### config.mk
export PLATFORM = sky130hd
export DESIGN_NAME = rr_bus_arbiter
export DESIGN_NICKNAME = d
export VERILOG_FILES = /design/src/rtl/rr_bus_arbiter.sv
export SDC_FILE = /design/constraint.sdc
export NUM_CORES = 1
export LEC_CHECK = 0
export ABC_CLOCK_PERIOD_IN_PS = 2190
export CORE_AREA = 2 2 135 137
export CTS_CLUSTER_SIZE = 10
export DETAILED_ROUTE_END_ITERATION = 10
export DIE_AREA = 0 0 137 139
export SETUP_SLACK_MARGIN = 0.05
export SKIP_LAST_GASP = 1
export SLEW_MARGIN = 0
export SYNTH_ARGS = -nofsm -noshare
export SYNTH_HDL_FRONTEND = slang
export SYNTH_SLANG_ARGS = --single-unit
### constraint.sdc
create_clock -name clk -period 2.19 [get_ports clk]
set_clock_uncertainty 0.2 [all_clocks]
set_input_delay 0.438 -clock clk [delete_from_list [all_inputs] [get_ports clk]]
set_output_delay 0.438 -clock clk [all_outputs]
set_load 0.1 [all_outputs]
### src/rtl/rr_bus_arbiter.sv
`default_nettype none
// ============================================================================
// Module   : rr_bus_arbiter
// Purpose  : Round-robin arbiter sharing one memory bus among NUM_MASTERS
//            requesters. A granted transaction holds the bus until the slave
//            asserts ready_in; a completing cycle re-arbitrates in place so
//            back-to-back transfers run with no idle cycle.
// Options  : RR_BUS_ARBITER_TIMEOUT_EN - force an error completion after
//            TIMEOUT_CYCLES bus cycles without slave ready.
// Revision : 1.0 - initial release
// ============================================================================
module rr_bus_arbiter #(
   parameter int NUM_MASTERS    = 3,
   parameter int TIMEOUT_CYCLES = 256
) (
   input  logic                        clk,
   input  logic                        reset,
   input  logic [32*NUM_MASTERS-1:0]   m_address_in,
   input  logic [NUM_MASTERS-1:0]      m_read_in,
   input  logic [NUM_MASTERS-1:0]      m_write_in,
   input  logic [4*NUM_MASTERS-1:0]    m_write_mask_in,
   input  logic [32*NUM_MASTERS-1:0]   m_write_value_in,
   output logic [31:0]                 m_read_value_out,
   output logic [NUM_MASTERS-1:0]      m_ready_out,
   output logic                        m_error_out,
   output logic [31:0]                 address_out,
   output logic                        read_out,
   output logic                        write_out,
   output logic [3:0]                  write_mask_out,
   output logic [31:0]                 write_value_out,
   input  logic [31:0]                 read_value_in,
   input  logic                        ready_in
);

   localparam int GW = (NUM_MASTERS > 1) ? $clog2(NUM_MASTERS) : 1;

   localparam logic [0:0] S_IDLE = 1'b0;
   localparam logic [0:0] S_BUSY = 1'b1;

   logic [0:0]             state_q, state_d;
   logic [GW-1:0]          grant_q, grant_d;
   logic [GW-1:0]          last_q, last_d;

   logic                   busy_w;
   logic                   done_w;
   logic                   timeout_hit_w;
   logic                   new_grant_w;
   logic [NUM_MASTERS-1:0] req_w;
   logic [NUM_MASTERS-1:0] arb_req_w;
   logic                   win_found_w;
   logic [GW-1:0]          win_w;
   logic [31:0]            sel_addr_w;
   logic [31:0]            sel_wdata_w;
   logic [3:0]             sel_mask_w;
   logic                   sel_rd_w;
   logic                   sel_wr_w;

   assign busy_w = (state_q == S_BUSY);
   assign req_w  = m_read_in | m_write_in;
   assign done_w = busy_w & (ready_in | timeout_hit_w);

   // Select the granted master's bus signals; the completing master's own
   // strobes are masked out so it cannot win the same-cycle re-arbitration.
   always_comb begin
      sel_addr_w  = '0;
      sel_wdata_w = '0;
      sel_mask_w  = '0;
      sel_rd_w    = 1'b0;
      sel_wr_w    = 1'b0;
      arb_req_w   = req_w;
      m_ready_out = '0;
      for (int i = 0; i < NUM_MASTERS; i++) begin
         if (grant_q == GW'(i)) begin
            sel_addr_w     = m_address_in[32*i +: 32];
            sel_wdata_w    = m_write_value_in[32*i +: 32];
            sel_mask_w     = m_write_mask_in[4*i +: 4];
            sel_rd_w       = m_read_in[i];
            sel_wr_w       = m_write_in[i];
            arb_req_w[i]   = req_w[i] & ~busy_w;
            m_ready_out[i] = done_w;
         end
      end
   end

   // Rotating search for the next requester, starting just after last grant.
   always_comb begin
      int unsigned idx;
      logic [GW-1:0] idx_g;
      win_found_w = 1'b0;
      win_w       = '0;
      for (int k = 1; k <= NUM_MASTERS; k++) begin
         idx   = (32'(last_q) + 32'(k)) % 32'(NUM_MASTERS);
         idx_g = idx[GW-1:0];
         if (!win_found_w && arb_req_w[idx_g]) begin
            win_found_w = 1'b1;
            win_w       = idx_g;
         end
      end
   end

   // Bus outputs follow the granted master while BUSY and are zero in IDLE;
   // a combined read+write request is treated as a write.
   always_comb begin
      address_out      = busy_w ? sel_addr_w  : 32'h0;
      write_value_out  = busy_w ? sel_wdata_w : 32'h0;
      write_mask_out   = busy_w ? sel_mask_w  : 4'h0;
      write_out        = busy_w & sel_wr_w;
      read_out         = busy_w & sel_rd_w & ~sel_wr_w;
      m_read_value_out = !busy_w ? 32'h0 :
                         timeout_hit_w ? 32'hFFFF_FFFF : read_value_in;
   end

   // Grant state machine: IDLE grants next cycle, BUSY completes on ready and
   // hands over directly to the next winner if one is pending.
   always_comb begin
      state_d     = state_q;
      grant_d     = grant_q;
      last_d      = last_q;
      new_grant_w = 1'b0;
      case (state_q)
         S_IDLE: begin
            if (win_found_w) begin
               state_d     = S_BUSY;
               grant_d     = win_w;
               last_d      = win_w;
               new_grant_w = 1'b1;
            end
         end
         S_BUSY: begin
            if (done_w) begin
               if (win_found_w) begin
                  grant_d     = win_w;
                  last_d      = win_w;
                  new_grant_w = 1'b1;
               end else begin
                  state_d = S_IDLE;
                  grant_d = '0;
               end
            end
         end
         default: begin
            state_d = S_IDLE;
            grant_d = '0;
         end
      endcase
   end

   // State registers; reset leaves master 0 as the first winner.
   always_ff @(posedge clk or posedge reset) begin
      if (reset) begin
         state_q <= S_IDLE;
         grant_q <= '0;
         last_q  <= GW'(NUM_MASTERS - 1);
      end else begin
         state_q <= state_d;
         grant_q <= grant_d;
         last_q  <= last_d;
      end
   end

`ifdef RR_BUS_ARBITER_TIMEOUT_EN
   localparam int TW = (TIMEOUT_CYCLES > 2) ? $clog2(TIMEOUT_CYCLES) : 1;

   logic [TW-1:0] tcnt_q, tcnt_d;

   assign timeout_hit_w = busy_w & ~ready_in & (tcnt_q == TW'(TIMEOUT_CYCLES - 1));
   assign m_error_out   = timeout_hit_w;

   // Wait-state counter: cleared on every new grant, counts unready BUSY cycles.
   always_comb begin
      tcnt_d = tcnt_q;
      if (new_grant_w) begin
         tcnt_d = '0;
      end else if (busy_w && !ready_in) begin
         tcnt_d = tcnt_q + TW'(1);
      end
   end

   // Wait-state counter register.
   always_ff @(posedge clk or posedge reset) begin
      if (reset) begin
         tcnt_q <= '0;
      end else begin
         tcnt_q <= tcnt_d;
      end
   end
`else
   assign timeout_hit_w = 1'b0;
   assign m_error_out   = 1'b0;
`endif

endmodule
`default_nettype wire

==> run metrics, run 1 <==
pin count of the biggest net entering global routing a little under 60; Syn Std Cell Area approximately 2700 um^2; Routed WL per cell ~17 um; period utilisation layout 1.13; TritonCTS Buffers 3; pre-CTS setup slack -0.104 ns; Max Root-Sink Buffers 2; H-tree levels 1; Final setup viols 71; total track usage 0.164; FFs w/ async S/R, synth 1.00; Clock power frac 0.019; initial core utilization 0.150; IO Pins roughly 350; most numerous cell in the Yosys netlist nor2_1; startpoint types flop; #FFs+latches synth 5; Hold WC Path Type input pin to asynchronous set/reset pin; crit-path cells buf_8 > nor2_4 > buf_12 > buf_12 > clkbuf_16 > a21oi_2 > nor2b_4 > buf_12; syn_area_per_cell about 6.4 um^2; Syn-to-layout area delta 254%; Port Buf Inserts between 300 and 400; Critical path origin grant_q[0]$_DFFE_PP0P_; Fillers about 1,600; share of the synthesized area in the top cell type 0.264; post-synth top area cell mux2i_1; worst r2r path cells 9; WS Path Type flop to primary output; Switching Share 0.585; Clock Sinks 5; syn_nets 663; slowest CP cell dfrtp_4; Setup Total Neg Slack -16.33 ns; worst hold margin 0.217 ns; Fmax just over 400 MHz; part of the power in registers 0.012; failing checks setup timing; Max Fanout on Critical Path 5; post-route worst setup slack -0.288 ns; gr ovfl total 0; most used cell, CP buf_12; Combinational Power Share 0.969; Vert. Die Dim 139 um; Top FF cell, synth dfrtp_1; Area contributors post-synth mux2i_1 (26%), nor2b_1 (16%), a21oi_1 (14%); die area about 19,000 um^2; Register Area about 140 um^2; Commonest cells post-synth nor2_1 (75), a21oi_1 (72), mux2i_1 (70), nor2b_1 (69), and2_1 (33); Leak 4.08 nW; max cap viols 0; footprint of the multi-input gates ~3500 um^2; P per Cell Area between 1500 and 2000 nW/um^2; Max IR drop VDD about 1000 uV; clock-pin slew on the worst setup and hold paths 0.03 ns; Via density around 4.4; Tmin final ~2.5 ns; root buffer cell clkbuf_16; outcome complete, but fails checks; vias in the first global route between 4,000 and 5,000; Post-DP Area about 8300 um^2; DR pass1 iterations 4; hpwl dp between 10,000 and 15,000 um; post-synth cell types 39; RSZ-0062 raised after global routing true; ratio of cells with drive above 1 in the final layout 0.443; Die Span X approximately 140 um; register area share after synthesis 0.0476; Slew Viols, Final 0; R2R Path Start grant_q[0]$_DFFE_PP0P_; Layout Nets roughly 1,000; CTS tree yes; CP max stage delay ~0.50 ns; Internal Power ~6.6 mW; Post-synth EDFFs 0; Mapped Cells approximately 410; post-route ant nets 0; initial antenna violation count 0; Final Hold Vio Count 0; cell area after layout roughly 9400 um^2; row count 49; total number of vias 4,436; final wirelength around 17,000 um; Inserted Diodes 0; switching pwr slightly above 9 mW; Clock Latency Late Sink around 0.23 ns; critical path endpoint category primary output; GPL Wtd Cong 0.800; arrival time worst endpoint ~1.8 ns; CORE AREA 17,700 um^2; Worst EP required between 1.5 and 2 ns; Synth Warn # 0; first-pass GRT wire length between 20,000 and 25,000 um; Iteration-0 DRC Markers roughly 110; Power, Total 16.0 mW; DRC viols 0
## layer usage
layer | track usage | up-vias | share of wire
li1 | - | 2139 | -
met1 | 0.180 | 2050 | 0.36
met2 | 0.316 | 230 | 0.54
met3 | 0.0420 | 17 | 0.092
met4 | 0.0250 | 0 | 0.011
met5 | 0 | - | 0
## stage by stage
stage               cells  utilization
global placement      986        0.468
CTS                  1005        0.495
global route         1012        0.532
floorplan             414            -
detailed placement    986        0.468
finish               1012        0.532
## registers in the layout (all words and copies together), names as in the netlist
register and flops:
busy_w 1, grant_q 2, last_q 2
## what timing repair did
action                                  CTS  global route
gates cloned                              4             5
endpoints found under the setup margin   76            78
hold buffers                              0             0
endpoints found under the hold margin     0             0
gates resized for setup                  44           100
pin swaps                                12            36
setup buffers                            13             6
## cell usage in the layout, fill, tap and decap left out, drive strengths merged, types with 2 or more instances in the layout
| cell | instances |
|---|---|
| nand2 | 4 |
| nor3 | 4 |
| clkdlybuf4s50 | 243 |
| and3b | 2 |
| a31oi | 3 |
| nor3b | 2 |
| buf | 153 |
| nand2b | 2 |
| o32ai | 2 |
| o21ai | 6 |
| nor2b | 69 |
| and2 | 33 |
| clkbuf | 9 |
| o21bai | 4 |
| o22ai | 2 |
| mux2i | 70 |
| a21oi | 72 |
| inv | 7 |
| nor2 | 76 |
| ha | 4 |
| dfrtp | 4 |
| nor4 | 2 |
## kinds of logic (layout without fill, tap and decap cells)
kind of cell / Yosys count / after routing / synth area share
DFF: 5 / 5 / 0.0476
AOI/OAI and AO/OA: 94 / 94 / 0.199
other: 1 / 1 / 0.00141
and+or+nand+nor: 196 / 196 / 0.392
buffers and inverters: 44 / 413 / 0.0774
adders and majority gates: 4 / 4 / 0.0189
muxes: 70 / 70 / 0.264
## critical path: cells and delay by family, from the launching register on
kind,cells,cell delay [ns]
compound gates,1,0.07
flops,1,0.50
buf+inv,5,0.78
simple gates,2,0.26
## power by group through the flow
stage	registers, mW	clock network, mW	logic [mW]
6_report	0.196	0.302	15.5
2_1_floorplan	0.158	0	8.98
5_1_grt	0.202	0.315	16.0
4_1_cts	0.203	0.306	14.6
3_3_place_gp	0.250	0	13.8
3_5_place_dp	0.248	0	13.8
## final timing paths
path                                    endpoint  slack [ns]
setup / recovery                 address_out[28]       -0.29
hold / removal                  busy_w$_DFF_PP0_        0.22
setup reg to reg                busy_w$_DFF_PP0_       -0.01
hold reg to reg            last_q[1]$_DFFE_PP1P_        0.35
max in group asynchronous  last_q[1]$_DFFE_PP1P_        1.33
min in group clk           last_q[1]$_DFFE_PP1P_        0.35
## area by class of cell
class / count / area share
Sequential cell: 5 / 0.0144
Multi-Input combinational cell: 365 / 0.369
Inverter: 7 / 0.00280
Timing Repair Buffer: 402 / 0.575
Tap cell: 229 / 0.0305
Clock buffer: 4 / 0.00839
Note: power is estimated with default switching activity, not from simulation.
==> run 2, diff against run 1 <==
Settings changed: ABC_AREA from default to 1, CORE_AREA 2 2 135 137 to 2 2 137 139, CTS_CLUSTER_SIZE 10 to default, DIE_AREA 0 0 137 139 to 0 0 139 141.
==> run 2 against run 1 <==
Against the previous run: the run still ends with setup timing left; count of clock-buffer cells in the layout stayed put; sequential share of layout area hardly changed; cell count is 13% higher; global-route usage decreased by 0.61 points; critical path depth fell by 1; first-iteration DRC count rose by 55%.
==> run metrics, run 2 <==
pin count of the biggest net entering global routing 39; worst r2r path cells 13; clock-pin slew on the worst setup and hold paths around 0.030 ns; Post-synth EDFFs 0; syn_area_per_cell 4.60 um^2; syn_nets a little under 800; initial antenna violation count 0; critical path endpoint category primary output; Routed WL per cell roughly 16 um; die area ~20,000 um^2; max cap viols 0; Die Span X 139 um; worst hold margin between 0.2 and 0.25 ns; post-route ant nets 0; Fillers 1,758; Max Fanout on Critical Path 9; Vert. Die Dim 141 um; reg2reg end last_q[0]$_DFFE_PP0P_; most frequent cells in the layout nand2_1 (273), clkdlybuf4s50_1 (243), buf_12 (120); Tmin final between 2 and 2.5 ns; share of the synthesized area in the top cell type 0.438; root buffer cell clkbuf_16; DR pass1 iterations 4; post-route worst setup slack -0.221 ns; period utilisation layout 1.10; WS Path Type flop to primary output; ratio of cells with drive above 1 in the final layout 0.347; metal3 WL 1580 um; Clock Sinks 5; startpoint types flop; most numerous cell in the Yosys netlist nand2_1; vias in the first global route around 4,600; Area contributors post-synth nand2_1 (44%), inv_1 (13%), nand3_1 (9.8%); DRC viols 0; hpwl dp 13,800 um; Syn Std Cell Area approximately 2500 um^2; Worst EP required approximately 1.6 ns; FFs w/ async S/R, synth 1.00; top layer in use met4; post-synth cell types 26; Synth Warn # 0; most common cell after layout, fill and taps aside nand2_1; Top FF cell, synth dfrtp_1; Port Buf Inserts about 350; total track usage 0.158; row count 50; Hold WC Path Type input pin to asynchronous set/reset pin; H-tree levels 1; Mapped Cells 535; RSZ-0062 raised after global routing true; Post-DP Area just over 8000 um^2; CORE AREA about 18,000 um^2; Syn-to-layout area delta 263%; initial core utilization 0.135; GPL Wtd Cong 0.851; Inserted Diodes 0; register area share after synthesis 0.0513; first-pass GRT wire length ~25,000 um; R2R Path Start grant_q[1]$_DFFE_PP0P_; CTS tree yes; Final setup viols 71; Slew Viols, Final 0; Fmax around 410 MHz; CTS Hold Buffers Added 0; #FFs+latches synth 5; Final Hold Vio Count 0; Layout Nets approximately 1,200; Iteration-0 DRC Markers ~180; gr ovfl total 0; outcome complete, but fails checks; WL met2 approximately 10000 um; cell area after layout 8940 um^2; total number of vias just under 5,000; post-synth top area cell nand2_1; Via density between 4 and 5; final wirelength around 19,000 um; Clock Latency Late Sink roughly 0.23 ns; failing checks setup timing; TritonCTS Buffers 3; arrival time worst endpoint approximately 1.8 ns; Max Root-Sink Buffers 2; M1 WL 6870 um; IO Pins 351; Commonest cells post-synth nand2_1 (287), inv_1 (82), nand3_1 (48), a31oi_1 (36), clkbuf_1 (16); Reg2Reg Setup Slack ~0.05 ns
## run 2: cell type report
cell class                      instances  area (um^2)  area share
Timing Repair Buffer                  402         5330       0.597
Multi-Input combinational cell        411         2540       0.285
Inverter                               83          558      0.0624
Tap cell                              234          293      0.0328
Sequential cell                         5          129      0.0144
Clock buffer                            4         78.8     0.00882
## run 2: critical path, cell delays in order, from the launching register on
cell       delay, ns
dfrtp_2         0.44
buf_12          0.15
nor2_4          0.09
buf_12          0.17
clkbuf_16       0.17
nand2_1         0.08
a31oi_4         0.21
buf_12          0.20
## run 2: kinds of logic after synthesis
group / after synthesis / share of synthesized area
flip-flops: 5 / 0.0513
AND/OR/NAND/NOR: 368 / 0.631
other: 1 / 0.00152
adder cells (fa/ha/maj): 4 / 0.0203
AO/OA/AOI/OAI: 38 / 0.0986
buffers and inverters: 119 / 0.197
## run 2: timing repair
action                                  in CTS  in global routing
buffers inserted                             4                  9
resized for setup                            8                 26
endpoints found under the setup margin      76                 76
cloned                                       1                 12
pin swaps                                    7                 13
## run 2: how the worst max path moves through the flow
stage,from,endpoint,depth (start not counted)
after floorplan,grant_q[0]$_DFFE_PP0P_,read_out,5
after global placement,m_write_in[1],write_out,8
after detailed placement,m_write_in[1],write_out,8
after CTS,grant_q[0]$_DFFE_PP0P_,write_value_out[3],6
after global routing,grant_q[1]$_DFFE_PP0P_,write_value_out[19],9
final,grant_q[1]$_DFFE_PP0P_,address_out[5],7
## run 2: metal layers
metal,vias up,global-route usage
met5,-,0
met4,0,0.0138
met3,18,0.0496
met2,257,0.301
met1,2201,0.179
li1,2378,-
## run 2: per-stage QoR
stage          setup slack (ns)  utilization  instances  TNS [ns]
2_1_floorplan            -0.147            -        535    -0.951
3_3_place_gp             -0.188        0.454       1109    -0.477
3_5_place_dp             -0.186        0.454       1109     -1.39
4_1_cts                  -0.212        0.464       1118    -11.97
5_1_grt                  -0.272        0.489       1139    -18.34
6_report                 -0.221        0.489       1139    -13.21
Power of run 2 is left out: the tool's default activity adds up to more than one toggle a clock period on the data nets, which glitch-free logic cannot reach.
==> run 3, diff against run 2 <==
Settings changed: ABC_AREA 1 to default, CORE_AREA 2 2 137 139 to 2 2 135 137, DIE_AREA 0 0 139 141 to 0 0 137 139.
==> results of run 3 <==
Final layout, timing and power as in run 1 (identical DEF).
